<file path="src/rtl/pipe_pkg.sv">
// Shared definitions for the fetch-to-decode pipeline stage: default widths,
// the default bubble payload and the instruction/PC bus payload.
package pipe_pkg;

  localparam int unsigned INSTR_W_DEF = 32;
  localparam int unsigned PC_W_DEF    = 32;

  localparam logic [INSTR_W_DEF-1:0] NOP_DEF = 32'h0000_0000;

  typedef struct packed {
    logic [INSTR_W_DEF-1:0] instr;
    logic [PC_W_DEF-1:0]    pc;
  } fd_payload_t;

  // Number of valid entries held by the stage (0..2).
  function automatic logic [1:0] occ_count(input logic m_valid, input logic s_valid);
    return 2'(m_valid) + 2'(s_valid);
  endfunction

endpackage

</file>
<file path="src/rtl/pipe_slot.sv">
// One pipeline entry: a valid bit plus payload. Load wins over clear; a cleared
// entry parks its payload at CLR_VAL so downstream never observes stale data.
module pipe_slot #(
  parameter int unsigned   W       = 64,
  parameter logic [W-1:0]  CLR_VAL = '0
) (
  input  logic         clk,
  input  logic         rst_n,
  input  logic         load,
  input  logic         clear,
  input  logic [W-1:0] d,
  output logic         valid,
  output logic [W-1:0] q
);

  always_ff @(posedge clk or negedge rst_n) begin
    if (!rst_n) begin
      valid <= 1'b0;
      q     <= CLR_VAL;
    end else if (load) begin
      valid <= 1'b1;
      q     <= d;
    end else if (clear) begin
      valid <= 1'b0;
      q     <= CLR_VAL;
    end
  end

endmodule

</file>
<file path="src/rtl/pipe_stage_fd.sv">
// Fetch-to-decode stage register with valid/ready on both sides, synchronous
// flush and an optional skid entry that decouples in_ready from out_ready.
module pipe_stage_fd
  import pipe_pkg::*;
#(
  parameter int unsigned          INSTR_W = INSTR_W_DEF,
  parameter int unsigned          PC_W    = PC_W_DEF,
  parameter logic [INSTR_W-1:0]   NOP     = INSTR_W'(NOP_DEF),
  parameter bit                   SKID    = 1'b1
) (
  input  logic               clk,
  input  logic               rst_n,
  input  logic               flush,
  input  logic               in_valid,
  output logic               in_ready,
  input  logic [INSTR_W-1:0] in_instr,
  input  logic [PC_W-1:0]    in_pc,
  output logic               out_valid,
  input  logic               out_ready,
  output logic [INSTR_W-1:0] out_instr,
  output logic [PC_W-1:0]    out_pc,
  output logic [1:0]         occupancy
);

  localparam int unsigned     PW  = INSTR_W + PC_W;
  localparam logic [PW-1:0]   CLR = {NOP, {PC_W{1'b0}}};

  logic [PW-1:0] in_pl;
  logic [PW-1:0] m_d;
  logic [PW-1:0] m_q;
  logic [PW-1:0] s_q;
  logic          m_v;
  logic          s_v;
  logic          m_load;
  logic          m_clear;
  logic          s_load;
  logic          s_clear;
  logic          in_fire;
  logic          out_fire;

  assign in_pl    = {in_instr, in_pc};
  assign in_fire  = in_valid & in_ready;
  assign out_fire = m_v & out_ready;

  // Steering: flush kills everything; otherwise S drains into M before any new beat.
  always_comb begin
    m_load  = 1'b0;
    m_clear = 1'b0;
    s_load  = 1'b0;
    s_clear = 1'b0;
    m_d     = in_pl;
    if (flush) begin
      m_clear = 1'b1;
      s_clear = 1'b1;
    end else if (SKID) begin
      if (!m_v || out_fire) begin
        if (s_v) begin
          m_load = 1'b1;
          m_d    = s_q;
          if (in_fire) s_load  = 1'b1;
          else         s_clear = 1'b1;
        end else if (in_fire) begin
          m_load = 1'b1;
        end else begin
          m_clear = 1'b1;
        end
      end else if (in_fire) begin
        s_load = 1'b1;
      end
    end else begin
      if (in_fire)       m_load  = 1'b1;
      else if (out_fire) m_clear = 1'b1;
    end
  end

  pipe_slot #(
    .W       (PW),
    .CLR_VAL (CLR)
  ) u_m (
    .clk   (clk),
    .rst_n (rst_n),
    .load  (m_load),
    .clear (m_clear),
    .d     (m_d),
    .valid (m_v),
    .q     (m_q)
  );

  generate
    if (SKID) begin : g_skid
      pipe_slot #(
        .W       (PW),
        .CLR_VAL (CLR)
      ) u_s (
        .clk   (clk),
        .rst_n (rst_n),
        .load  (s_load),
        .clear (s_clear),
        .d     (in_pl),
        .valid (s_v),
        .q     (s_q)
      );
      // Registered ready: depends only on the skid valid flop.
      assign in_ready = ~s_v;
    end else begin : g_noskid
      logic unused_s;
      assign unused_s = s_load ^ s_clear;
      assign s_v      = 1'b0;
      assign s_q      = CLR;
      assign in_ready = ~m_v | out_ready;
    end
  endgenerate

  assign out_valid = m_v;
  assign out_instr = m_q[PW-1:PC_W];
  assign out_pc    = m_q[PC_W-1:0];
  assign occupancy = occ_count(m_v, s_v);

endmodule
</file>
<file path="config.mk">
export PLATFORM = sky130hd
export DESIGN_NAME = pipe_stage_fd
export DESIGN_NICKNAME = d
export VERILOG_FILES = /design/src/rtl/pipe_pkg.sv /design/src/rtl/pipe_slot.sv /design/src/rtl/pipe_stage_fd.sv
export SDC_FILE = /design/constraint.sdc
export NUM_CORES = 1
export LEC_CHECK = 0
export ABC_AREA = 1
export CORE_ASPECT_RATIO = 1.25
export CORE_MARGIN = 3
export CORE_UTILIZATION = 40
export CTS_CLUSTER_SIZE = 16
export DETAILED_ROUTE_END_ITERATION = 10
export GPL_TIMING_DRIVEN = 0
export PLACE_DENSITY = 0.65
export RECOVER_POWER = 25
export SLEW_MARGIN = 40
export SYNTH_ARGS = -nofsm -noshare
export SYNTH_HDL_FRONTEND = slang
export SYNTH_SLANG_ARGS = --single-unit
</file>
<file path="constraint.sdc">
create_clock -name clk -period 3.2 [get_ports clk]
set_input_delay 0.64 -clock clk [delete_from_list [all_inputs] [get_ports clk]]
set_output_delay 0.64 -clock clk [all_outputs]
set_load 0.03 [all_outputs]
</file>
==> reports/results.ini <==
[outcome]
outcome = complete, but fails checks
violations = max-capacitance violations, max-slew violations

[timing]
skew_ps = 6.07
fin_ws_ps = 314
finalCritPeriodShare_pct = 90.2
slew_headroom_pct = -16.0
final-hold-violation-count = 0
drv_slew = 68
rsz0062_at_grt = no
setup_viol = 0
tightest_slew_ps = 1740
period_needed_ps = 2890
fmax_ghz = 0.346

[yosys]
synth_mux_area_share_pct = 0
synthXorXnorAreaFrac_pct = 0
synth_area_sq_um = 6310
ys.warnings.count = 0
ys_types = 16
synth_top_cell_by_area = dfrtp_1
synthCells = 848
synth.area.top_cells = dfrtp_1, nand2_1, nor2_1, nand4_1, nand3_1
synth-seq-cells = 130
synth_top_family_by_area = simple AND/OR/NAND/NOR gates
yosysTopAreaCellShare_pct = 51.6
synth_compound_area_share_pct = 0.337
synth_fa_ha_area_share_pct = 0.198
yosys.area_share.simple_pct = 38.8
yosysSeqAreaShare_pct = 51.6
synth_nets = 918
syn_avg_cell_area_sq_um = 7.44

[drt]
dr_wl_met3_microns = 753
wl_met1_microns = 8070
avgRoutedWirePerCell_microns = 14.3
drt-initial-drc-count = 373
via_per_inst = 4.77
drc = 0
drt_wl_total_microns = 17500
top_layer = met4
antenna_left = 0
wl_met2_microns = 8380
dr.pass1.iters = 4
routed-via-count = 5839

[critical_path]
worstSetupEndpointType = output pin
path_depth = 3
start_kind = flop
crit_type = reg -> out
cp.required_ps = 2560
slowest_stage = clkdlybuf4s50_1
path_cells = inv_2, clkbuf_1, clkdlybuf4s50_1
ff2ff_path_depth = 5
crit_family = buffers and inverters
crit_fanout = 10
slowest_delay_ps = 790
path_buf_inv = 3
arrival_ps = 2250

[clock_tree]
clk_pin_slew_worst_paths_ps = 50
cts_buffer_depth = 2
clock-sinks = 130
numCtsBuffers = 17
cts-root-buf = clkbuf_16
htree_levels = 4
holdBufCountCts = 0
cts_tree = done
cts_resized = 0
post_cts.repair.setup_buffers = 0
clock_latency_ps = 420

[floorplan]
rows = 50
die_w_microns = 118
io_pins = 137
die_h_microns = 146
die_area_sq_um = 17300
start_util_pct = 41.5
core_sq_um = 15200

[final_layout]
fin_util_pct = 56.0
antenna-diode-count = 0
num-fill-cells = 1497
drive_gt1_share_pct = 6.79
fin_area_sq_um = 8520
syn2layout_area_growth_pct = 35.1
layout.nets = 1074

[grt]
grt_first_pass_wirelength_microns = 28900
antenna_found_initial = 0
grt_start_max_net_pins = 68
overflow = 0
grt_pass1_vias = 5571
grt_usage_pct = 20.6

[placement]
port_buffers = 136
place_area_sq_um = 7960
dp_hpwl_microns = 11700
pre_cts_ws_ps = 781
place.gp.congestion = 0.782

[worst_hold_path]
min_path_type = reg -> reg
whs_path_depth = 2

[power_and_ir_drop]
p_leak_nw = 4.93
peakVddDrop_v = 0.000271
powerDensity_nw_per_um2 = 506

[run]
drv_cap = 1

==> final timing paths <==
kind / from / end / slack [ps]
min in group asynchronous: rst_n / u_m.q[8] / 660
worst min register to register: u_m.q[5] / u_m.q[5] / 470
worst min-delay path: u_m.q[5] / u_m.q[5] / 470
worst max-delay path: g_skid.u_s.valid / in_ready / 310
max in group asynchronous: rst_n / g_skid.u_s.q[63] / 710
worst max register to register: u_m.valid / g_skid.u_s.q[53] / 1510
==> synth_stat cells <==
| library cell | number |
|---|---|
| a21oi_4 | 1 |
| nor2_1 | 131 |
| nand4_1 | 64 |
| dfrtp_1 | 130 |
| nand3_1 | 65 |
| inv_2 | 1 |
| clkbuf_1 | 15 |
| buf_4 | 1 |
| buf_2 | 32 |
| buf_6 | 5 |
| nand2_1 | 323 |
| inv_1 | 69 |
| ha_1 | 1 |
| nand3_2 | 2 |
| buf_1 | 7 |
| a21oi_1 | 1 |
==> registers in the layout, indices dropped and copies added, names as in the netlist <==
name and cells:
g_skid.u_s.valid 1, u_m.q 64, g_skid.u_s.q 64, u_m.valid 1
==> metrics by stage <==
stage	hold slack [ps]	setup TNS, ps	instances	power [W]
2_1_floorplan	344	0	848	0.00207
3_3_place_gp	461	-526230	1192	0.00237
3_5_place_dp	464	0	1193	0.00237
4_1_cts	190	0	1224	0.00435
5_1_grt	493	0	1224	0.00448
6_report	474	0	1224	0.00431
==> routing by layer <==
| layer | track usage, % | up-vias |
|---|---|---|
| met4 | 7.04 | 0 |
| met2 | 33.3 | 143 |
| li1 | - | 2955 |
| met3 | 4.53 | 22 |
| met1 | 27.5 | 2719 |
| met5 | 0 | - |
==> area by class of cell <==
cell class	count	area [sq um]	area share (%)
flip-flops and latches	130	3250	38.2
multi-input cells	588	2480	29.2
repair buffers	137	1360	16.0
clock buffers	26	489	5.74
plain buffers	60	307	3.60
inverters	70	263	3.08
well taps	208	260	3.05
clock inverters	5	100	1.17
==> where the power goes <==
part | internal (W) | switching [W]
combinational | 0.000230 | 0.000357
clock | 0.00128 | 0.000693
sequential | 0.00171 | 0.0000369
==> tightest hold or removal path: stages, from the launching register on <==
cell	delay, ps
dfrtp_1	340
nand2_1	50
nand2_1	50
==> layout by cell type (no fill, tap or decap), drive strengths merged <==
| cell | netlist | routed |
|---|---|---|
| nand2 | 323 | 323 |
| buf | 45 | 45 |
| a21oi | 2 | 2 |
| clkbuf | 15 | 43 |
| nand4 | 64 | 64 |
| bufinv | 0 | 3 |
| ha | 1 | 1 |
| clkdlybuf4s50 | 0 | 135 |
| inv | 70 | 70 |
| dfrtp | 130 | 130 |
| nand3 | 67 | 67 |
| clkinv | 0 | 2 |
| nor2 | 131 | 131 |
==> kinds of logic after synthesis <==
kind of cell | after synthesis
AO/OA/AOI/OAI | 2
AND/OR/NAND/NOR | 585
buffers and inverters | 130
flip-flops | 130
adder cells (fa/ha/maj) | 1
Note: power is estimated with default switching activity, not from simulation.
